File: src/rtl/serpent_pkg.sv
// rtl/serpent_pkg.sv - Serpent S-box types, FSM states and substitution tables
package serpent_pkg;

  typedef logic [3:0] nibble_t;
  typedef logic [2:0] sbox_sel_t;

  typedef enum logic [1:0] {
    IDLE = 2'd0,
    SUB  = 2'd1,
    HOLD = 2'd2
  } state_t;

  // Inverse S-boxes used by the decrypt datapath, indexed [sel][nibble].
  localparam nibble_t INV_SBOX [8][16] = '{
    '{4'hD, 4'h3, 4'hB, 4'h0, 4'hA, 4'h6, 4'h5, 4'hC, 4'h1, 4'hE, 4'h4, 4'h7, 4'hF, 4'h9, 4'h8, 4'h2},
    '{4'h5, 4'h8, 4'h2, 4'hE, 4'hF, 4'h6, 4'hC, 4'h3, 4'hB, 4'h4, 4'h7, 4'h9, 4'h1, 4'hD, 4'hA, 4'h0},
    '{4'hC, 4'h9, 4'hF, 4'h4, 4'hB, 4'hE, 4'h1, 4'h2, 4'h0, 4'h3, 4'h6, 4'hD, 4'h5, 4'h8, 4'hA, 4'h7},
    '{4'h0, 4'h9, 4'hA, 4'h7, 4'hB, 4'hE, 4'h6, 4'hD, 4'h3, 4'h5, 4'hC, 4'h2, 4'h4, 4'h8, 4'hF, 4'h1},
    '{4'h5, 4'h0, 4'h8, 4'h3, 4'hA, 4'h9, 4'h7, 4'hE, 4'h2, 4'hC, 4'hB, 4'h6, 4'h4, 4'hF, 4'hD, 4'h1},
    '{4'h8, 4'hF, 4'h2, 4'h9, 4'h4, 4'h1, 4'hD, 4'hE, 4'hB, 4'h6, 4'h5, 4'h3, 4'h7, 4'hC, 4'hA, 4'h0},
    '{4'hF, 4'hA, 4'h1, 4'hD, 4'h5, 4'h3, 4'h6, 4'h0, 4'h4, 4'h9, 4'hE, 4'h7, 4'h2, 4'hC, 4'h8, 4'hB},
    '{4'h3, 4'h0, 4'h6, 4'hD, 4'h9, 4'hE, 4'hF, 4'h8, 4'h5, 4'hC, 4'hB, 4'h7, 4'hA, 4'h1, 4'h4, 4'h2}
  };

  // Forward S-boxes, kept alongside the inverse so encrypt-side models share one source.
  localparam nibble_t SBOX [8][16] = '{
    '{4'h3, 4'h8, 4'hF, 4'h1, 4'hA, 4'h6, 4'h5, 4'hB, 4'hE, 4'hD, 4'h4, 4'h2, 4'h7, 4'h0, 4'h9, 4'hC},
    '{4'hF, 4'hC, 4'h2, 4'h7, 4'h9, 4'h0, 4'h5, 4'hA, 4'h1, 4'hB, 4'hE, 4'h8, 4'h6, 4'hD, 4'h3, 4'h4},
    '{4'h8, 4'h6, 4'h7, 4'h9, 4'h3, 4'hC, 4'hA, 4'hF, 4'hD, 4'h1, 4'hE, 4'h4, 4'h0, 4'hB, 4'h5, 4'h2},
    '{4'h0, 4'hF, 4'hB, 4'h8, 4'hC, 4'h9, 4'h6, 4'h3, 4'hD, 4'h1, 4'h2, 4'h4, 4'hA, 4'h7, 4'h5, 4'hE},
    '{4'h1, 4'hF, 4'h8, 4'h3, 4'hC, 4'h0, 4'hB, 4'h6, 4'h2, 4'h5, 4'h4, 4'hA, 4'h9, 4'hE, 4'h7, 4'hD},
    '{4'hF, 4'h5, 4'h2, 4'hB, 4'h4, 4'hA, 4'h9, 4'hC, 4'h0, 4'h3, 4'hE, 4'h8, 4'hD, 4'h6, 4'h7, 4'h1},
    '{4'h7, 4'h2, 4'hC, 4'h5, 4'h8, 4'h4, 4'h6, 4'hB, 4'hE, 4'h9, 4'h1, 4'hF, 4'hD, 4'h3, 4'hA, 4'h0},
    '{4'h1, 4'hD, 4'hF, 4'h0, 4'hE, 4'h8, 4'h2, 4'hB, 4'h7, 4'h4, 4'hC, 4'hA, 4'h9, 4'h3, 4'h5, 4'h6}
  };

endpackage

File: src/rtl/inv_s_box_nibble.sv
// rtl/inv_s_box_nibble.sv - combinational single-nibble inverse S-box lookup
module inv_s_box_nibble
  import serpent_pkg::*;
(
  input  logic [2:0] i_sel,
  input  logic [3:0] i_nibble,
  output logic [3:0] o_nibble
);

  // Pure table lookup; the table is small enough to collapse into LUT logic.
  always_comb begin
    o_nibble = INV_SBOX[i_sel][i_nibble];
  end

endmodule

File: src/rtl/inv_s_box_engine.sv
// rtl/inv_s_box_engine.sv - multi-cycle inverse S-box stage over a 128-bit block
module inv_s_box_engine
  import serpent_pkg::*;
#(
  parameter int NIBBLES_PER_CYCLE = 8
) (
  input  logic         clk,
  input  logic         n_rst,
  input  logic         in_valid,
  output logic         in_ready,
  input  logic [2:0]   sel,
  input  logic [127:0] in_data,
  output logic         out_valid,
  input  logic         out_ready,
  output logic [127:0] out_data
);

  localparam int L     = 32 / NIBBLES_PER_CYCLE;
  localparam int GW    = 4 * NIBBLES_PER_CYCLE;
  localparam int CNT_W = (L > 1) ? $clog2(L) : 1;
  localparam logic [CNT_W-1:0] LAST_CNT = CNT_W'(L - 1);

  state_t            r_state;
  state_t            w_next_state;
  logic [CNT_W-1:0]  r_cnt;
  sbox_sel_t         r_sel;
  logic [127:0]      r_work;

  logic              w_accept;
  logic              w_sub;
  logic              w_last;
  logic [7:0]        w_base;
  logic [GW-1:0]     w_group_in;
  logic [GW-1:0]     w_group_out;
  logic [127:0]      w_mask;
  logic [127:0]      w_work_sub;

  // Bit offset of the group being substituted; groups advance from the low end.
  assign w_base      = 8'(r_cnt) * 8'(GW);
  assign w_group_in  = GW'(r_work >> w_base);
  assign w_mask      = ~(128'({GW{1'b1}}) << w_base);
  assign w_work_sub  = (r_work & w_mask) | (128'(w_group_out) << w_base);
  assign w_last      = (r_cnt == LAST_CNT);

  // One lookup per nibble of the active group; all share the latched selector.
  for (genvar j = 0; j < NIBBLES_PER_CYCLE; j++) begin : g_nib
    inv_s_box_nibble u_nib (
      .i_sel    (r_sel),
      .i_nibble (w_group_in[4*j +: 4]),
      .o_nibble (w_group_out[4*j +: 4])
    );
  end

  // State register.
  always_ff @(posedge clk or negedge n_rst) begin
    if (!n_rst) begin
      r_state <= IDLE;
    end else begin
      r_state <= w_next_state;
    end
  end

  // Next-state and handshake decode; HOLD passes out_ready through to in_ready for back-to-back blocks.
  always_comb begin
    w_next_state = r_state;
    in_ready     = 1'b0;
    out_valid    = 1'b0;
    w_accept     = 1'b0;
    w_sub        = 1'b0;
    case (r_state)
      IDLE: begin
        in_ready = 1'b1;
        if (in_valid) begin
          w_accept     = 1'b1;
          w_next_state = SUB;
        end
      end
      SUB: begin
        w_sub = 1'b1;
        if (w_last) begin
          w_next_state = HOLD;
        end
      end
      HOLD: begin
        out_valid = 1'b1;
        in_ready  = out_ready;
        if (out_ready) begin
          if (in_valid) begin
            w_accept     = 1'b1;
            w_next_state = SUB;
          end else begin
            w_next_state = IDLE;
          end
        end
      end
      default: begin
        w_next_state = IDLE;
      end
    endcase
  end

  // Work register: load on acceptance, then rewrite one group per SUB cycle in place.
  always_ff @(posedge clk or negedge n_rst) begin
    if (!n_rst) begin
      r_cnt  <= '0;
      r_sel  <= '0;
      r_work <= '0;
    end else if (w_accept) begin
      r_work <= in_data;
      r_sel  <= sel;
      r_cnt  <= '0;
    end else if (w_sub) begin
      r_work <= w_work_sub;
      r_cnt  <= w_last ? '0 : r_cnt + 1'b1;
    end
  end

  assign out_data = r_work;

endmodule

File: config.mk
export PLATFORM = sky130hd
export DESIGN_NAME = inv_s_box_engine
export DESIGN_NICKNAME = d
export VERILOG_FILES = /design/src/rtl/serpent_pkg.sv /design/src/rtl/inv_s_box_nibble.sv /design/src/rtl/inv_s_box_engine.sv
export SDC_FILE = /design/constraint.sdc
export NUM_CORES = 1
export LEC_CHECK = 0
export ABC_CLOCK_PERIOD_IN_PS = 4200
export CORE_MARGIN = 2
export CORE_UTILIZATION = 40
export DETAILED_ROUTE_END_ITERATION = 10
export GPL_ROUTABILITY_DRIVEN = 0
export PLACE_DENSITY = 0.66
export SYNTH_ARGS = -nofsm -noshare
export SYNTH_HDL_FRONTEND = slang
export SYNTH_SLANG_ARGS = --single-unit
File: constraint.sdc
create_clock -name clk -period 4.2 [get_ports clk]
set_input_delay 0.84 -clock clk [delete_from_list [all_inputs] [get_ports clk]]
set_output_delay 0.84 -clock clk [all_outputs]
set_load 0.02 [all_outputs]
==> results.py <==
metrics = {
    "synthesis": {
        "syn-cell-area_um2": 14100,
        "synth_ff_type": "dfrtp_1",
        "avgSynthCellArea_um2": 7.96,
        "ys_seq_area_share_pct": 24.0,
        "syn_inst": 1766,
        "synth_cell_types": 72,
        "synth_edf_count": 0,
        "synth-seq-cells": 135,
        "yosysWarnings": 0,
        "synthesis.nets": 1913,
        "ys_top_cells_by_area": "dfrtp_1, mux4_2, a21oi_1",
        "synth_top_area_share_pct": 24.0,
        "synthArstFlopShare_pct": 100,
        "synth_area_leader_cell": "dfrtp_1",
    },
    "floorplan": {
        "die_x_um": 191,
        "die-area_um2": 36700,
        "rows": 68,
        "start_util_pct": 40.7,
        "core_um2": 34500,
        "boundaryPins": 265,
        "die_h_um": 191,
    },
    "worst_setup_path": {
        "r2r_start": "r_sel[0]",
        "cp-end-kind": "register",
        "rr_endpoint": "out_data[13]",
        "start_kind": "register",
        "critPathMaxFanout": 14,
        "critPathKind": "register to register",
        "r2r.worst_path.cells": 8,
        "critPathArrivalTime_ps": 4030,
        "rrSetupSlack_ps": 490,
        "crit_required_ps": 4530,
    },
    "sta": {
        "fin_setup_tns_ps": 0,
        "fmax_mhz": 270,
        "tightestPinTransition_ps": 1470,
        "setup_violations": 0,
        "fin_crit_ps": 3710,
        "rsz0062_at_grt": "no",
        "clock_skew_ps": 12.3,
        "hold_viol_final": 0,
        "slew_headroom_pct": -1.08,
        "fin_hold_ws_ps": 396,
        "min_period_over_period_pct": 88.2,
        "drv_slew": 1,
    },
    "cts": {
        "path_clk_slew_ps": 70,
        "ctsHtreeMaxLevel": 4,
        "cts_root_buf": "clkbuf_16",
        "postCtsSetupBuffers": 0,
        "cts_buffer_depth": 2,
        "cts.sinks": 135,
        "clk_latency_ps": 450,
        "numCtsBuffers": 17,
        "cts_resized": 0,
        "cts_tree": "built",
        "cts_hold_buffers": 0,
    },
    "detailed_routing": {
        "wire_per_inst_um": 26.5,
        "wl_um": 63600,
        "wl_met3_um": 8240,
        "dr.first_iter.drc_count": 2411,
        "drc": 0,
        "vias": 16100,
        "postRouteAntennaNets": 0,
        "wl_met1_um": 24500,
        "viasPerCell": 6.69,
        "routed.top_layer": "met4",
        "dr_wl_met2_um": 27400,
        "firstDrtPassIters": 10,
    },
    "worst_hold_path": {
        "hp-class": "input pin to asynchronous set/reset pin",
    },
    "cells_and_area": {
        "syn_to_final_growth_pct": 24.7,
        "fillCellCount": 3321,
        "nets": 2079,
        "postLayoutCellArea_um2": 17500,
        "drive_gt1_share_pct": 12.2,
    },
    "grt": {
        "antenna_found_initial": 1,
        "grt_start_max_net_pins": 77,
        "grt_pass1_wl_um": 94800,
        "overflow": 0,
        "grtUsageTotal_pct": 34.3,
        "grt_pass1_vias": 15100,
    },
    "job": {
        "maxCapViolations": 1,
    },
    "place": {
        "place_area_um2": 17000,
        "dp_hpwl_um": 45100,
        "io_buffers": 264,
    },
    "outcome": {
        "violations": "capacitance limit, slew limit",
        "status": "finished with violations",
    },
}
==> how the worst max path moves through the flow <==
| stage | depth (start not counted) | from | endpoint |
|---|---|---|---|
| after global routing | 7 | r_cnt[1] | out_data[38] |
| after detailed placement | 7 | r_cnt[1] | out_data[38] |
| final | 8 | r_sel[0] | out_data[13] |
| after global placement | 7 | r_cnt[1] | out_data[38] |
| after CTS | 7 | r_cnt[1] | out_data[38] |
| after floorplan | 13 | r_sel[1] | out_data[103] |
==> layout make-up <==
class                      count  area [um^2]  share of cell area (%)
clock buffer                  18          439                    2.51
timing repair buffer         329         3170                    18.1
tap                          455          569                    3.25
antenna                        1         2.50                  0.0143
sequential                   135         3380                    19.3
inverter                      25         93.8                   0.535
clock inverter                13          125                   0.714
multi-input combinational   1424         9750                    55.6
==> layout by cell type (no fill, tap or decap), types with 11 or more instances in the layout <==
| master | instances |
|---|---|
| a211o_1 | 24 |
| a211oi_1 | 40 |
| a21oi_1 | 178 |
| a221oi_1 | 22 |
| a31oi_1 | 19 |
| and2_1 | 16 |
| buf_4 | 62 |
| clkbuf_16 | 17 |
| clkdlybuf4s50_1 | 263 |
| dfrtp_1 | 132 |
| ha_1 | 12 |
| inv_1 | 19 |
| mux2_2 | 21 |
| mux2i_1 | 67 |
| mux4_2 | 62 |
| nand2_1 | 126 |
| nand2b_1 | 11 |
| nand3_1 | 24 |
| nor2_1 | 225 |
| nor2b_1 | 40 |
| nor3_1 | 62 |
| o211a_1 | 11 |
| o211ai_1 | 48 |
| o21ai_0 | 160 |
| o221a_2 | 24 |
| o22ai_1 | 17 |
| o2bb2ai_1 | 22 |
| or3_1 | 64 |
| xnor2_1 | 11 |
==> sequential cells by signal (all words and copies together), names as in the netlist <==
name and flops:
r_cnt 2, out_data 128, r_sel 3, r_state 2
==> stage by stage <==
stage	util, %	setup slack [ps]	instances
3_5_place_dp	49.1	657	2368
4_1_cts	50.7	649	2399
3_3_place_gp	49.1	691	2368
5_1_grt	50.7	448	2400
2_1_floorplan	-	1130	1766
6_report	50.7	494	2400
==> critical path, stage by stage (launching register included) <==
cell and delay, ps:
dfrtp_1 380, inv_1 300, ha_1 490, o21ai_0 1170, o311ai_0 350, nor2_1 170, a211o_1 170, o311ai_2 220
o221a_2 330
==> kinds of logic after synthesis <==
kind of cell             after synthesis  share of synthesized area, %
XOR/XNOR                              17                          1.06
flip-flops                           135                          24.0
AND/OR/NAND/NOR                      591                          19.4
buffers and inverters                207                          6.85
adder cells (fa/ha/maj)               12                          1.07
AO/OA/AOI/OAI                        648                          30.5
multiplexers                         156                          17.2
==> synthesized netlist by cell type (all sizes together), types with 3 or more instances <==
cell type	count
a2111oi	4
a211o	24
a211oi	44
a21boi	6
a21o	6
a21oi	178
a221oi	23
a22oi	4
a31oi	20
and2	17
and3	4
buf	83
clkbuf	99
dfrtp	135
ha	12
inv	23
mux2	22
mux2i	71
mux4	63
nand2	127
nand2b	12
nand3	24
nand3b	5
nor2	225
nor2b	42
nor3	62
o2111ai	8
o211a	11
o211ai	51
o21a	3
o21ai	168
o221a	28
o221ai	3
o22ai	17
o2bb2ai	22
o311ai	9
o31ai	9
or2	4
or3	64
xnor2	11
xor2	6
==> routing by layer <==
metal / up-vias / GRT usage, %
li1: 6962 / -
met3: 255 / 9.69
met2: 1202 / 50.7
met5: - / 0
met4: 0 / 16.3
met1: 7636 / 46.1
Power is not shown: default switching activity piles up to over one toggle a cycle in this logic, so the estimate is an artifact.
==> patch (same settings) <==
Make the reset (`n_rst`) synchronous in 2 clocked blocks.
--- a/src/rtl/inv_s_box_engine.sv
+++ b/src/rtl/inv_s_box_engine.sv
@@ -53,5 +53,5 @@
 
   // State register.
-  always_ff @(posedge clk or negedge n_rst) begin
+  always_ff @(posedge clk) begin
     if (!n_rst) begin
       r_state <= IDLE;
@@ -101,5 +101,5 @@
 
   // Work register: load on acceptance, then rewrite one group per SUB cycle in place.
-  always_ff @(posedge clk or negedge n_rst) begin
+  always_ff @(posedge clk) begin
     if (!n_rst) begin
       r_cnt  <= '0;
Function: changed (a bounded check fails within 4 cycles, from zero or initial values and one cycle with n_rst low; the reset may be asserted at any time).
==> patch against the unedited design <==
The flow still finishes with violations (max-capacitance violations, max-slew violations); utilization decreased by 0.65 points; area after synthesis increased by 3.9%; wire length increased by 13%; first-iteration DRC count increased by 27%; sequential cell count unchanged; final cell count increased by 9.6%; sequential share of layout area decreased by 4.4 points; design area increased by 3.6%; setup slack improved by 0.0039 ns.
Power is left out: it rests on default switching activity, and per cell area and clock period it moved more than threefold.
==> patch: results (changes against the unedited design) <==
| Quantity | Reported | Unit | Delta |
|---|---|---|---|
| Violated checks | max-capacitance violations, max-slew violations | - | unchanged |
| Slowest stage delay, CP | 1.25 | ns | was 1.17 ns |
| Wire length on met2 | 29.4 | mm | was 27.4 mm |
| Leading post-synthesis cells by cell area | sky130_fd_sc_hd__dfxtp_1 (18%), sky130_fd_sc_hd__mux4_2 (7.9%), sky130_fd_sc_hd__a21oi_1 (7.2%) | - | was sky130_fd_sc_hd__dfrtp_1 (24%), sky130_fd_sc_hd__mux4_2 (9.9%), sky130_fd_sc_hd__a21oi_1 (6.3%) |
| Clk_skew | 0.0131 | ns | was 0.0123 ns |
| Data arrival time of the worst path | 4.08 | ns | was 4.03 ns |
| Met3 demand-to-capacity share in global routing | 12.9 | % | was 9.69% |
| Maximum fanout along the worst path | 35 | - | was 14 |
| Number of multi-input combinational cells in the layout | 1628 | - | was 1424 |
| Met1 layer usage reported by global route | 48.9 | % | was 46.1% |
| Number of antenna violations at the first check in global routing | 2 | - | was 1 |
| Yosys cell types | 80 | - | was 72 |
| Routed metal-1 wire length | 27.7 | mm | was 24.5 mm |
| Proportion of layout cells with a drive suffix above 1 | 10.0 | % | was 12.2% |
| Total met3 wirelength after detailed routing | 10.9 | mm | was 8.24 mm |
| Global-route usage over all layers | 36.1 | % | was 34.3% |
| Proportion of register bits with asynchronous set or reset after synthesis | 0 | % | was 100% |
| Most used flip-flop cell after synthesis | sky130_fd_sc_hd__dfxtp_1 | - | was sky130_fd_sc_hd__dfrtp_1 |
| Path type of the worst min-delay path | flop to flop | - | was primary input to asynchronous set/reset pin |
| Number of slew-limit violations in the final report | 10 | - | was 1 |
| Multiplexer share of the synthesized area | 16.5 | % | was 17.2% |
| Sequential share of the synthesized area | 18.5 | % | was 24.0% |
| Detailed-route wire length per cell | 27.3 | µm | was 26.5 µm |
| Maximum Capacitance Violations | 2 | - | was 1 |
| Non-clock buffer count | 336 | - | was 329 |
| Post-DP Area | 17600 | µm² | was 17000 µm² |
| Most numerous cell types in the synthesized netlist | sky130_fd_sc_hd__a21oi_1 (210), sky130_fd_sc_hd__nor2_1 (187), sky130_fd_sc_hd__nand2_1 (177) | - | was sky130_fd_sc_hd__nor2_1 (225), sky130_fd_sc_hd__a21oi_1 (178), sky130_fd_sc_hd__o21ai_0 (160) |
| Multi-input logic area | 10900 | µm² | was 9750 µm² |
| Status | finished, violations left | - | unchanged |
| Layout clock buffer count | 19 | - | was 18 |
| Slew at the pin closest to its max-slew limit | 1.54 | ns | was 1.47 ns |
| Buffering overhead | 17.7 | % | was 18.1% |
==> patch: changes by cell type after synthesis, sizes merged, moves of 21 or more <==
cell and change:
nand2b +27, o2111ai +21, nor2 -38, nand2 +50, o221a -28, mux2i +25, nand3 +30, dfrtp -135
o21ai -24, dfxtp +135, clkbuf +33, o211ai +27, a21oi +32
==> patch: worst paths after layout <==
kind / start / end / slack, ns
worst max-delay path: r_sel[2]$_SDFFE_PN0P_ / out_data[27]$_SDFFE_PN0P_ / 0.50
worst max register to register: r_sel[2]$_SDFFE_PN0P_ / out_data[27]$_SDFFE_PN0P_ / 0.50
worst min register to register: out_data[22]$_SDFFE_PN0P_ / out_data[22]$_SDFFE_PN0P_ / 0.58
worst min-delay path: out_data[22]$_SDFFE_PN0P_ / out_data[22]$_SDFFE_PN0P_ / 0.58
==> patch: worst register-to-register path: cells and delay by family (launching register included) <==
kind | cells | cell delay (ns)
mux | 2 | 1.47
compound gates | 3 | 1.03
flops | 1 | 0.79
buf+inv | 1 | 0.35
